`config.mk`:
```
export PLATFORM = sky130hd
export DESIGN_NAME = id_ex_operand_stage
export DESIGN_NICKNAME = d
export VERILOG_FILES = /design/src/rtl/id_ex_operand_stage.sv
export SDC_FILE = /design/constraint.sdc
export NUM_CORES = 1
export LEC_CHECK = 0
export ABC_AREA = 1
export CORE_MARGIN = 10
export CORE_UTILIZATION = 25
export DETAILED_ROUTE_END_ITERATION = 8
export SLEW_MARGIN = 10
export SYNTH_ARGS = -nofsm -noshare
export SYNTH_HDL_FRONTEND = slang
export SYNTH_SLANG_ARGS = --single-unit
```
`constraint.sdc`:
```
create_clock -name clk -period 3.6 [get_ports clk]
set_input_delay 0.72 -clock clk [delete_from_list [all_inputs] [get_ports clk]]
set_output_delay 0.72 -clock clk [all_outputs]
set_load 0.05 [all_outputs]
```
`src/rtl/id_ex_operand_stage.sv`:
```
// ID/EX register with operand forwarding and load-use bubbles.
// `EX_FWD_EN enables forwarding; otherwise any RAW on EX/EX-MEM stalls.
module id_ex_operand_stage #(
   parameter int DW = 32,
   parameter int RW = 5,
   parameter int CW = 6
) (
   input  logic          clk,
   input  logic          reset,
   input  logic          id_valid,
   input  logic [RW-1:0] id_rs_addr,
   input  logic [RW-1:0] id_rt_addr,
   input  logic          id_use_rs,
   input  logic          id_use_rt,
   input  logic [DW-1:0] id_rs_data,
   input  logic [DW-1:0] id_rt_data,
   input  logic [DW-1:0] id_imm,
   input  logic [4:0]    id_shamt,
   input  logic          id_src1_shamt,
   input  logic          id_src2_imm,
   input  logic [CW-1:0] id_alu_ctl,
   input  logic          id_sign,
   input  logic [RW-1:0] id_wr_addr,
   input  logic          id_reg_write,
   input  logic          id_mem_read,
   input  logic          id_mem_write,
   input  logic          exm_reg_write,
   input  logic [RW-1:0] exm_wr_addr,
   input  logic [DW-1:0] exm_result,
   input  logic          mwb_reg_write,
   input  logic [RW-1:0] mwb_wr_addr,
   input  logic [DW-1:0] mwb_result,
   input  logic          flush,
   input  logic          ex_hold,
   output logic          stall_id,
   output logic [DW-1:0] alu_in1,
   output logic [DW-1:0] alu_in2,
   output logic [CW-1:0] alu_ctl,
   output logic          alu_sign,
   output logic          ex_valid,
   output logic [RW-1:0] ex_wr_addr,
   output logic          ex_reg_write,
   output logic          ex_mem_read,
   output logic          ex_mem_write,
   output logic [DW-1:0] ex_store_data
);

   typedef struct packed {
      logic          valid;
      logic [RW-1:0] rs_addr;
      logic [RW-1:0] rt_addr;
      logic [DW-1:0] rs_data;
      logic [DW-1:0] rt_data;
      logic [DW-1:0] imm;
      logic [4:0]    shamt;
      logic          src1_shamt;
      logic          src2_imm;
      logic [CW-1:0] alu_ctl;
      logic          sign;
      logic [RW-1:0] wr_addr;
      logic          reg_write;
      logic          mem_read;
      logic          mem_write;
   } id_ex_t;

   id_ex_t        ex_q;
   id_ex_t        id_d;
   logic          hazard;
   logic [DW-1:0] fwd_rs;
   logic [DW-1:0] fwd_rt;

   always_comb begin
      id_d            = '0;
      id_d.valid      = id_valid;
      id_d.rs_addr    = id_rs_addr;
      id_d.rt_addr    = id_rt_addr;
      id_d.rs_data    = id_rs_data;
      id_d.rt_data    = id_rt_data;
      id_d.imm        = id_imm;
      id_d.shamt      = id_shamt;
      id_d.src1_shamt = id_src1_shamt;
      id_d.src2_imm   = id_src2_imm;
      id_d.alu_ctl    = id_alu_ctl;
      id_d.sign       = id_sign;
      id_d.wr_addr    = id_wr_addr;
      id_d.reg_write  = id_reg_write;
      id_d.mem_read   = id_mem_read;
      id_d.mem_write  = id_mem_write;
   end

`ifdef EX_FWD_EN
   function automatic logic [DW-1:0] pick(
      input logic [RW-1:0] a,
      input logic [DW-1:0] rf,
      input logic          ew,
      input logic [RW-1:0] ea,
      input logic [DW-1:0] er,
      input logic          mw,
      input logic [RW-1:0] ma,
      input logic [DW-1:0] mr
   );
      logic [DW-1:0] v;
      v = rf;
      if (ew && ea != '0 && ea == a)
         v = er;
      else if (mw && ma != '0 && ma == a)
         v = mr;
      return v;
   endfunction

   logic ld_rs;
   logic ld_rt;

   assign fwd_rs = pick(ex_q.rs_addr, ex_q.rs_data,
                        exm_reg_write, exm_wr_addr, exm_result,
                        mwb_reg_write, mwb_wr_addr, mwb_result);
   assign fwd_rt = pick(ex_q.rt_addr, ex_q.rt_data,
                        exm_reg_write, exm_wr_addr, exm_result,
                        mwb_reg_write, mwb_wr_addr, mwb_result);

   assign ld_rs  = id_use_rs && id_rs_addr == ex_q.wr_addr;
   assign ld_rt  = id_use_rt && id_rt_addr == ex_q.wr_addr;
   assign hazard = ex_q.valid && ex_q.mem_read
                && ex_q.wr_addr != '0 && id_valid
                && (ld_rs || ld_rt);
`else
   logic raw_rs;
   logic raw_rt;
   logic ex_wr;
   logic unused_nofwd;

   // No bypass: MEM/WB distance is covered by RF write-through.
   assign fwd_rs = ex_q.rs_data;
   assign fwd_rt = ex_q.rt_data;

   assign ex_wr  = ex_q.valid && ex_q.reg_write;
   assign raw_rs = id_use_rs && id_rs_addr != '0
                && ((ex_wr && id_rs_addr == ex_q.wr_addr)
                 || (exm_reg_write && id_rs_addr == exm_wr_addr));
   assign raw_rt = id_use_rt && id_rt_addr != '0
                && ((ex_wr && id_rt_addr == ex_q.wr_addr)
                 || (exm_reg_write && id_rt_addr == exm_wr_addr));
   assign hazard = id_valid && (raw_rs || raw_rt);

   assign unused_nofwd = ^{exm_result, mwb_reg_write,
                           mwb_wr_addr, mwb_result,
                           ex_q.rs_addr, ex_q.rt_addr};
`endif

   assign stall_id = ex_hold || (hazard && !flush);

   always_ff @(posedge clk) begin
      if (reset) begin
         ex_q <= '0;
      end else if (!ex_hold) begin
         if (flush || hazard) begin
            ex_q.valid     <= 1'b0;
            ex_q.reg_write <= 1'b0;
            ex_q.mem_read  <= 1'b0;
            ex_q.mem_write <= 1'b0;
         end else begin
            ex_q <= id_d;
         end
      end
   end

   assign alu_in1 = ex_q.src1_shamt
                  ? {{(DW-5){1'b0}}, ex_q.shamt}
                  : fwd_rs;
   assign alu_in2 = ex_q.src2_imm ? ex_q.imm : fwd_rt;

   assign alu_ctl       = ex_q.alu_ctl;
   assign alu_sign      = ex_q.sign;
   assign ex_valid      = ex_q.valid;
   assign ex_wr_addr    = ex_q.wr_addr;
   assign ex_reg_write  = ex_q.valid && ex_q.reg_write;
   assign ex_mem_read   = ex_q.valid && ex_q.mem_read;
   assign ex_mem_write  = ex_q.valid && ex_q.mem_write;
   assign ex_store_data = fwd_rt;

endmodule

```
; ---- Word-level counts from Yosys, hierarchy flattened
; Cells that the tools add are included.
[op_classes]
n_eq_ne = 4
n_mux = 4
bitwise = 2
n_reduce_logical = 22
[ops]
columns = operator, n
row1 = 32-bit 2-to-1 mux, 2
row2 = 5-bit == test, 4
row3 = 1-bit logical AND, 13
row4 = 5-bit nonzero test, 2
row5 = 1-bit logical OR, 5
row6 = 3-bit 2-to-1 mux, 1
row7 = 1-bit NOT, 2
row8 = 2-bit AND reduction, 1
row9 = 1-bit logical NOT, 1
row10 = 1-bit 2-to-1 mux, 1
[word_totals]
register_bits = 119
input_bits = 211
out_inout_bits = 113
word_cells = 45

; ---- Longest topological paths before layout
; Gate-level depths: netlist (run 1).
[depth]
word_depth = 9
depth_mapped = 14
depth_no_buf = 12

; ---- Worst setup path before layout (run 1)
; No wires, ideal clock.
[synth_timing]
path_kind = register to output
startpoint = register ex_q, in the netlist ex_valid
endpoint = output stall_id
t_arrival_ns = 2.542
required_ns = 2.880
setup_slack_ns = 0.338
path_stages_with_launch = 13
n_path_buf = 2
cell_sequence = dfxtp_1 > nand2_1 > inv_2 > nand2_1 > nor2_1 > nand3_1 > nand2_1 > nand2_1 > nand2_1 > nand2_2 > buf_6 > buf_4 > o21bai_1
[synth_between]
elab_chain_cells = 8
elab_cells_between_ends = 11
cone_classes = reduce/logical (11)
[synth_rtl]
columns = item, line
row1 = "start, declared", 66  ; id_ex_t ex_q;
row2 = "start signal, assigned", 162  ; ex_q <= id_d;
row3 = 1-bit logical AND (*), -
row4 = named net ex_reg_write, 42  ; output logic ex_reg_write,
row5 = "1-bit logical AND, on equally long branches", "138, 141"
row6 = "1-bit logical OR, on equally long branches", "139, 142"
row7 = "1-bit logical AND, on equally long branches", "138, 141"
row8 = 1-bit logical OR (*), 143  ; assign hazard = id_valid && (raw_rs || raw_rt);
row9 = 1-bit logical AND (*), 143
row10 = 1-bit logical AND (*), 150  ; assign stall_id = ex_hold || (hazard && !flush);
row11 = 1-bit logical OR (*), 150
row12 = "end, declared", 35  ; output logic stall_id,
; Mark *: on every way through the listed nets, which the timed path passes. The rest lies on a longest branch.

; ---- Worst setup path in the final report (run 1)
[layout_timing]
startpoint = input id_rs_addr[3]
endpoint = output stall_id
[layout_between]
elab_chain_cells = 8
elab_cells_between_ends = 12
cone_classes = eq/ne (2) / reduce/logical (10)
[layout_rtl]
columns = item, line
row1 = "start, declared", 11  ; input logic [RW-1:0] id_rs_addr,
row2 = "5-bit == test, on equally long branches", "138, 139"
row3 = "1-bit logical AND, on equally long branches", "138, 139"
row4 = 1-bit logical OR, 139  ; || (exm_reg_write && id_rs_addr == exm_wr_addr));
row5 = 1-bit logical AND (*), 138  ; && ((ex_wr && id_rs_addr == ex_q.wr_addr)
row6 = 1-bit logical OR (*), 143
row7 = 1-bit logical AND (*), 143
row8 = 1-bit logical AND (*), 150
row9 = 1-bit logical OR (*), 150
; Every way passes the cells marked *; elsewhere a longest branch is shown, timed or not.

==> flow_summary.toml, run 1 <==
[synth]
synth_top_cell_area_share_pct = 36.0
synth-seq-cells = 119
synth_area_leaders = "dfxtp_1 (36%), nand2_1 (10%), inv_1 (9.4%)"
yosysTopAreaCell = "dfxtp_1"
ys_types = 17
ys_warn_count = 0
netlist_area_sq_um = 6620
yosysSeqAreaShare_pct = 36.0
syn_nets = 1237
synth_area_per_cell_sq_um = 6.46
netlist_instances = 1026

[sta]
tightest_slew_ns = 0.646
min_period_ns = 3.16
hold_viol_final = 0
setup_tns_ns = 0
whs_ns = 0.457
max_freq_mhz = 317
finalSetupViolations = 0
rsz0062_at_grt = "false"
skew_ns = 0.0117
worst_slack_ns = 0.443
drv_slew = 0
slew_headroom_pct = 56.9
period_share_pct = 87.7

[cts]
holdBufCountCts = 0
cts.reportedPaths.clkPinSlew_ns = 0.06
cts_sinks = 119
cts_buffers = 17
clk_latency_ns = 0.41
post_cts_buffers = 0
cts-htree-levels = 4
cts_tree = "done"
cts_buffer_depth = 2
cts_resized = 0
root_buffer = "clkbuf_16"

[worst_setup_path]
crit_chain = "clkdlybuf4s50_1 > inv_1 > nand2_1 > o21ai_0 > nor2_1 > nand3_1 > nand2_1 > nand2_1 > nand2_1 > nand2_8 > o21bai_1 > buf_12"
critPathTopFamily = "buffers and inverters"
cp.required_ns = 2.88
r2r_start = "ex_wr_addr[3]$_SDFFE_PP0P_"
end_kind = "output port"
slowest_stage = "clkdlybuf4s50_1"
r2r-end = "ex_q[31]$_SDFFE_PP0P_"
cp_data_arrival_time_ns = 2.44
startpoint_type = "input pin"
r2r_setup_slack_ns = 1.69
r2r_cells = 12
slowest_delay_ns = 0.51
path_buf_inv = 3
crit_top_cell = "nand2_1"
critPathKind = "input pin to output port"
path_max_fanout = 3

[cells_and_area]
fillers = 2724
stdcell_area_sq_um = 9750
synthToLayoutAreaGrowth_pct = 47.2
final-seq-area_sq_um = 2380
drive_gt1_share_pct = 6.96
fin_nets = 1405
multi_input_area_sq_um = 2970

[drt]
avgViaCountPerCell = 4.22
ant_nets = 0
wl_per_cell_microns = 14.4
wl_mm = 22.2
route.detailed.drc = 0
initialDrtViolationCount = 318
vias = 6526
first_pass_iters = 4

[global_route]
grt_pass1_wl_mm = 34.1
track_usage_pct = 12.6
grt_start_max_net_pins = 125
grt_pass1_vias = 6122
grt_overflow = 0
antenna_found_initial = 2

[die]
io_pins = 324
die_w_microns = 183
chipHeight_microns = 183
initial_core_util_pct = 25.4
die_area_sq_um = 33400
rows = 59
coreArea_sq_um = 26100

[place]
dp_hpwl_mm = 15.1
pre_cts_ws_ns = 0.473
placed_area_sq_um = 9070
place_congestion = 0.804
numPortBuffers = 253

[power_and_ir_drop]
power_mw = 4.46
p_leak_nw = 4.50
p_per_area_nw_per_um2 = 457
ir_drop_mv = 0.228

[min_path]
min_from = "ex_q[0]$_SDFFE_PP0N_"
hold_end = "ex_q[0]$_SDFFE_PP0N_"
min_path_type = "flip-flop to flip-flop"
hold_depth = 2

[status]
status = "finished, final reports clean"

[job]
drv_cap = 0
layout by cell type, fill, tap and decap left out, types with 3 or more instances in the layout:
master,synthesis,routed
clkinvlp_4,0,3
mux2_2,37,37
buf_12,0,6
bufinv_16,0,5
diode_2,0,3
clkdlybuf4s50_1,0,252
a21oi_1,119,119
nor2_1,159,158
nand2_1,181,181
dfxtp_1,119,118
o21ai_0,3,3
buf_4,45,4
nand3_1,123,123
clkbuf_16,0,17
inv_6,0,3
inv_1,166,166
where the power goes:
| part | leakage (nW) | internal (mW) | switching, mW |
|---|---|---|---|
| clock | 0.317 | 1.28 | 0.665 |
| sequential | 0.982 | 1.41 | 0.0537 |
| combinational | 3.20 | 0.436 | 0.623 |
how the worst max path moves through the flow:
| stage | from | endpoint | cells past startpoint |
|---|---|---|---|
| after detailed placement | id_rs_addr[3] | stall_id | 12 |
| after floorplan | ex_valid$_SDFFE_PP0N_ | stall_id | 12 |
| after CTS | id_rs_addr[3] | stall_id | 12 |
| final | id_rs_addr[3] | stall_id | 12 |
| after global placement | id_rs_addr[3] | stall_id | 12 |
| after global routing | id_rt_addr[2] | stall_id | 12 |
synthesized netlist by cell type:
cell type  instances
mux2_2            37
buf_2             28
nand4_1            2
nand3_1          123
inv_1            166
inv_2              2
nor2_1           159
buf_4             45
a21oi_1          119
o21bai_1           1
dfxtp_1          119
buf_6              5
nand2_2            1
clkbuf_1          29
o21ai_0            3
buf_1              6
nand2_1          181
cell families after synthesis:
| logic type | synth area share, % |
|---|---|
| DFF | 36.0 |
| buffers and inverters | 19.6 |
| AOI/OAI and AO/OA | 9.33 |
| muxes | 6.29 |
| and+or+nand+nor | 28.8 |
state kept, by name, summed over array words and instances, names as in the netlist:
register       cells
alu_ctl            6
alu_sign           1
ex_q              42
ex_store_data     32
ex_valid           1
ex_wr_addr         5
fwd_rs            32
worst reg2reg max path, cell delays in order, from the launching register on:
cell and delay [ns]:
dfxtp_1 0.44, nand2_1 0.08, o21ai_0 0.07, nor2_1 0.08, nand3_1 0.07, nand2_1 0.05, nand2_1 0.05, nand2_1 0.12
nand2_8 0.11, buf_12 0.40, nand3_1 0.23, nand2_1 0.10, nor2_1 0.04
layout make-up:
cell class                 instances  share of cell area (%)
multi-input combinational        626                    30.4
timing repair buffer             262                    27.4
sequential                       119                    24.4
inverter                         168                    6.48
clock buffer                      19                    4.65
tap                              335                    4.30
clock inverter                    13                    2.22
antenna                            3                  0.0770
metal layers:
layer / track usage, % / vias up / wire (microns)
li1: - / 3455 / -
met1: 15.0 / 2899 / 9820
met2: 21.1 / 149 / 10500
met3: 3.98 / 23 / 1440
met4: 4.29 / 0 / 437
met5: 0 / - / 0
through the flow:
stage	instances	utilization (%)
finish	1545	37.4
floorplan	1026	-
detailed placement	1510	34.8
CTS	1542	37.4
global placement	1510	34.8
global route	1543	37.4
Power figures use the tool's default switching activity.
==> run 2: changes to the inputs <==
Settings changed: CAP_MARGIN set to 20, GPL_TIMING_DRIVEN set to 1, PLACE_DENSITY_LB_ADDON set to 0.1.
==> flow_summary.toml, run 2 (same netlist as run 1, synthesis figures left out) <==
[sta]
rsz0062_at_grt = "false"
drv_slew = 0
hold_viol_final = 0
tightest_slew_ns = 0.798
period_share_pct = 87.4
setup_tns_ns = 0
skew_ns = 0.00983
whs_ns = 0.456
slew_headroom_pct = 46.8
max_freq_mhz = 318
finalSetupViolations = 0
min_period_ns = 3.15

[cts]
cts.reportedPaths.clkPinSlew_ns = 0.06
cts_tree = "done"
clk_latency_ns = 0.41
cts_buffers = 17
cts-htree-levels = 4
cts_buffer_depth = 2
cts_sinks = 119
root_buffer = "clkbuf_16"
cts_resized = 0
post_cts_buffers = 0
holdBufCountCts = 0

[cells_and_area]
drive_gt1_share_pct = 6.88
fillers = 2893
fin_nets = 1405
final_common_cell = "clkdlybuf4s50_1"
synthToLayoutAreaGrowth_pct = 46.3
largest_register_ffs = 42
regMostFlops = "ex_q"
fin_cells = 1543
final_cell_mix = "clkdlybuf4s50_1 (252), nand2_1 (181), inv_1 (166)"

[global_route]
grt_overflow = 0
grt_pass1_vias = 6099
grt_start_max_net_pins = 167
track_usage_pct = 12.7
antenna_found_initial = 1
grt_pass1_wl_mm = 34.4

[worst_setup_path]
crit_chain = "clkdlybuf4s50_1 > inv_1 > nand2_1 > nand2_1 > nor2_1 > nand3_1 > nand2_1 > nand2_1 > nand2_1 > nand2_8 > o21bai_1 > buf_12"
path_max_fanout = 4
critical_path_depth = 12
cp.required_ns = 2.88
slowest_delay_ns = 0.56
r2r-end = "fwd_rs[0]$_SDFFE_PP0P_"
r2r_start = "ex_wr_addr[0]$_SDFFE_PP0P_"
startpoint_type = "input pin"
path_buf_inv = 3
critPathKind = "input pin to output port"
r2r_cells = 12
crit_top_cell = "nand2_1"
critPathTopFamily = "buffers and inverters"
slowest_stage = "clkdlybuf4s50_1"
r2r_setup_slack_ns = 1.47
end_kind = "output port"
critPathCapture = "stall_id"
cp-startpoint = "id_rt_addr[0]"
cp_data_arrival_time_ns = 2.43

[die]
io_pins = 324
rows = 59
initial_core_util_pct = 25.4
die_w_microns = 183
coreArea_sq_um = 26100
die_area_sq_um = 33400
chipHeight_microns = 183

[drt]
wl_per_cell_microns = 14.5
avgViaCountPerCell = 4.22
wl_mm = 22.4
route.detailed.drc = 0
vias = 6508
first_pass_iters = 4
initialDrtViolationCount = 431
ant_nets = 0

[min_path]
hold_depth = 2
min_path_type = "flip-flop to flip-flop"

[place]
dp_hpwl_mm = 15.1
place_congestion = 0.773
placed_cells = 1510
numPortBuffers = 253

[job]
drv_cap = 0

[status]
status = "finished, final reports clean"

[power_and_ir_drop]
p_leak_nw = 4.47
ir_drop_mv = 0.231
p_per_area_nw_per_um2 = 445
run 2: routing by layer:
| metal | wire [microns] | vias up | GRT usage [%] | share of wire, % |
|---|---|---|---|---|
| li1 | - | 3459 | - | - |
| met4 | 172 | 0 | 3.20 | 0.77 |
| met5 | 0 | - | 0 | 0 |
| met3 | 1580 | 12 | 4.86 | 7.1 |
| met1 | 10200 | 2897 | 15.3 | 46 |
| met2 | 10400 | 140 | 20.7 | 47 |
run 2: power breakdown:
part | internal (mW) | switching [mW]
Combinational | 0.438 | 0.616
Sequential | 1.41 | 0.0585
Clock | 1.12 | 0.673
run 2: final cells by class:
class	count	area (sq um)	share of cell area [%]
inverters	168	633	6.53
diodes	1	2.50	0.0258
well taps	335	419	4.33
flip-flops and latches	119	2380	24.6
repair buffers	262	2670	27.6
multi-input cells	626	2970	30.6
clock inverters	13	169	1.74
clock buffers	19	443	4.57
run 2: worst min-delay path by stage:
stage               slack [ns]                  from              endpoint
floorplan                 0.43  ex_q[0]$_SDFFE_PP0N_  ex_q[0]$_SDFFE_PP0N_
global placement          0.45  ex_q[0]$_SDFFE_PP0N_  ex_q[0]$_SDFFE_PP0N_
detailed placement        0.45  ex_q[0]$_SDFFE_PP0N_  ex_q[0]$_SDFFE_PP0N_
CTS                       0.46  ex_q[0]$_SDFFE_PP0N_  ex_q[0]$_SDFFE_PP0N_
global route              0.47  ex_q[0]$_SDFFE_PP0N_  ex_q[0]$_SDFFE_PP0N_
finish                    0.46  ex_q[0]$_SDFFE_PP0N_  ex_q[0]$_SDFFE_PP0N_
run 2: worst min-delay path, delay by kind of cell, from the launching register on:
family           cells  cell delay, ns
AND/OR/NAND/NOR      1            0.05
AO/OA/AOI/OAI        1            0.05
flip-flops           1            0.31
run 2: through the flow:
step | power, mW | worst slack [ns] | area (sq um) | utilization (%)
after detailed placement | 2.56 | 0.458 | 9070 | 34.8
after CTS | 4.40 | 0.447 | 9690 | 37.2
final | 4.31 | 0.453 | 9690 | 37.2
after global routing | 4.53 | 0.265 | 9690 | 37.2
after global placement | 2.56 | 0.449 | 9070 | 34.8
after floorplan | 2.18 | 0.338 | 6620 | -
==> run 3: changes to the inputs <==
--- a/config.mk
+++ b/config.mk
@@ -14,3 +14,2 @@
 export PLACE_DENSITY_LB_ADDON = 0.1
-export SLEW_MARGIN = 10
 export SYNTH_ARGS = -nofsm -noshare
--- a/constraint.sdc
+++ b/constraint.sdc
@@ -3,2 +3,2 @@
 set_output_delay 0.72 -clock clk [all_outputs]
-set_load 0.05 [all_outputs]
+set_load 0.01 [all_outputs]
==> flow_summary.toml, run 3 (same netlist as run 1, synthesis figures left out) <==
[global_route]
antenna_found_initial = 1
grt_overflow = 0
track_usage_pct = 12.8
grt_pass1_wl_mm = 34.7
grt_pass1_vias = 6253
grt_start_max_net_pins = 235

[die]
initial_core_util_pct = 25.4
coreArea_sq_um = 26100
chipHeight_microns = 183
die_area_sq_um = 33400
io_pins = 324
rows = 59
die_w_microns = 183

[worst_setup_path]
crit_top_cell = "nand2_1"
end_kind = "output port"
critPathTopFamily = "buffers and inverters"
startpoint_type = "input pin"
path_buf_inv = 3
crit_chain = "clkdlybuf4s50_1 > inv_1 > nand2_1 > nand2_1 > nor2_1 > nand3_1 > nand2_1 > nand2_1 > nand2_1 > nand2_8 > o21bai_1 > dlymetal6s2s_1"
critPathKind = "input pin to output port"
cp_data_arrival_time_ns = 2.33
path_max_fanout = 4
slowest_stage = "clkdlybuf4s50_1"
slowest_delay_ns = 0.54
cp.required_ns = 2.88

[drt]
first_pass_iters = 4
initialDrtViolationCount = 430
vias = 6521
wl_per_cell_microns = 14.5
avgViaCountPerCell = 4.23
wl_mm = 22.4
ant_nets = 0
route.detailed.drc = 0

[place]
dp_hpwl_mm = 14.8
numPortBuffers = 253
place_congestion = 0.779

[cts]
cts_tree = "done"
post_cts_buffers = 0
root_buffer = "clkbuf_16"
cts_buffers = 17
clk_latency_ns = 0.41
cts_buffer_depth = 2
holdBufCountCts = 0
cts-htree-levels = 4
cts_resized = 0
cts.reportedPaths.clkPinSlew_ns = 0.06
cts_sinks = 119

[cells_and_area]
synthToLayoutAreaGrowth_pct = 46.0
drive_gt1_share_pct = 6.80
largest_register_ffs = 42
utilization_pct = 37.1
final_cell_mix = "clkdlybuf4s50_1 (252), nand2_1 (181), inv_1 (166)"
final_common_cell = "clkdlybuf4s50_1"
final-seq-area_sq_um = 2380
multi_input_area_sq_um = 2970
fin_nets = 1404
fillers = 2862
regMostFlops = "ex_q"

[sta]
slew_headroom_pct = 6.46
setup_tns_ns = 0
period_share_pct = 84.7
tightest_slew_ns = 1.40
finalSetupViolations = 0
min_period_ns = 3.05
drv_slew = 0
rsz0062_at_grt = "false"
hold_viol_final = 0
max_freq_mhz = 328
skew_ns = 0.00946

[power_and_ir_drop]
p_per_area_nw_per_um2 = 420
p_leak_nw = 4.48
ir_drop_mv = 0.214

[min_path]
min_path_type = "flip-flop to flip-flop"

[job]
drv_cap = 0

[status]
status = "finished, final reports clean"
==> run 3: cell count changes in the layout (fill, tap and decap cells not counted) <==
cell,delta
clkbuf_1,-1
clkbuf_8,+1
clkinv_4,+2
inv_6,-1
dlymetal6s2s_1,+1
clkinvlp_4,-1
buf_12,-2
==> run 3: stage by stage <==
stage	setup WS, ns	power, mW	std cells	cell area (sq um)	hold slack [ns]
6_report	0.550	4.06	1542	9670	0.459
5_1_grt	0.345	4.28	1541	9670	0.499
2_1_floorplan	1.10	1.90	1026	6620	0.431
4_1_cts	0.141	4.14	1541	9670	0.458
3_5_place_dp	0.148	2.29	1509	9040	0.449
3_3_place_gp	0.136	2.28	1509	9040	0.449
==> run 3: metal layers <==
layer / track usage, % / part of all wire [%] / wire length [microns] / vias up
met2: 21.3 / 47 / 10500 / 138
met3: 4.59 / 6.7 / 1500 / 12
met1: 15.3 / 45 / 10100 / 2905
met4: 3.68 / 0.95 / 212 / 0
li1: - / - / - / 3466
met5: 0 / 0 / 0 / -
==> run 3: area by class of cell <==
type | instances | share of cell area [%]
Multi-Input combinational cell | 626 | 30.7
Timing Repair Buffer | 261 | 27.3
Sequential cell | 119 | 24.6
Inverter | 168 | 6.55
Clock buffer | 19 | 4.68
Tap cell | 335 | 4.33
Clock inverter | 13 | 1.76
Antenna cell | 1 | 0.0259
==> run 3: final timing paths <==
check | endpoint | startpoint | slack [ns] | cells past startpoint
setup / recovery | stall_id | id_rt_addr[0] | 0.55 | 12
hold / removal | ex_q[0]$_SDFFE_PP0N_ | ex_q[0]$_SDFFE_PP0N_ | 0.46 | 2
setup reg to reg | fwd_rs[27]$_SDFFE_PP0P_ | ex_valid$_SDFFE_PP0N_ | 1.12 | 12
hold reg to reg | ex_q[0]$_SDFFE_PP0N_ | ex_q[0]$_SDFFE_PP0N_ | 0.46 | 2
==> run 3: tightest hold or removal path: cells and delay by family, from the launching register on <==
family | cells | cell delay (ns)
AND/OR/NAND/NOR | 1 | 0.05
AO/OA/AOI/OAI | 1 | 0.05
flip-flops | 1 | 0.31
==> run 3: power breakdown <==
group	switching (mW)	total [mW]	internal, mW
logic	0.345	0.781	0.436
clock network	0.685	1.82	1.13
registers	0.0557	1.46	1.41
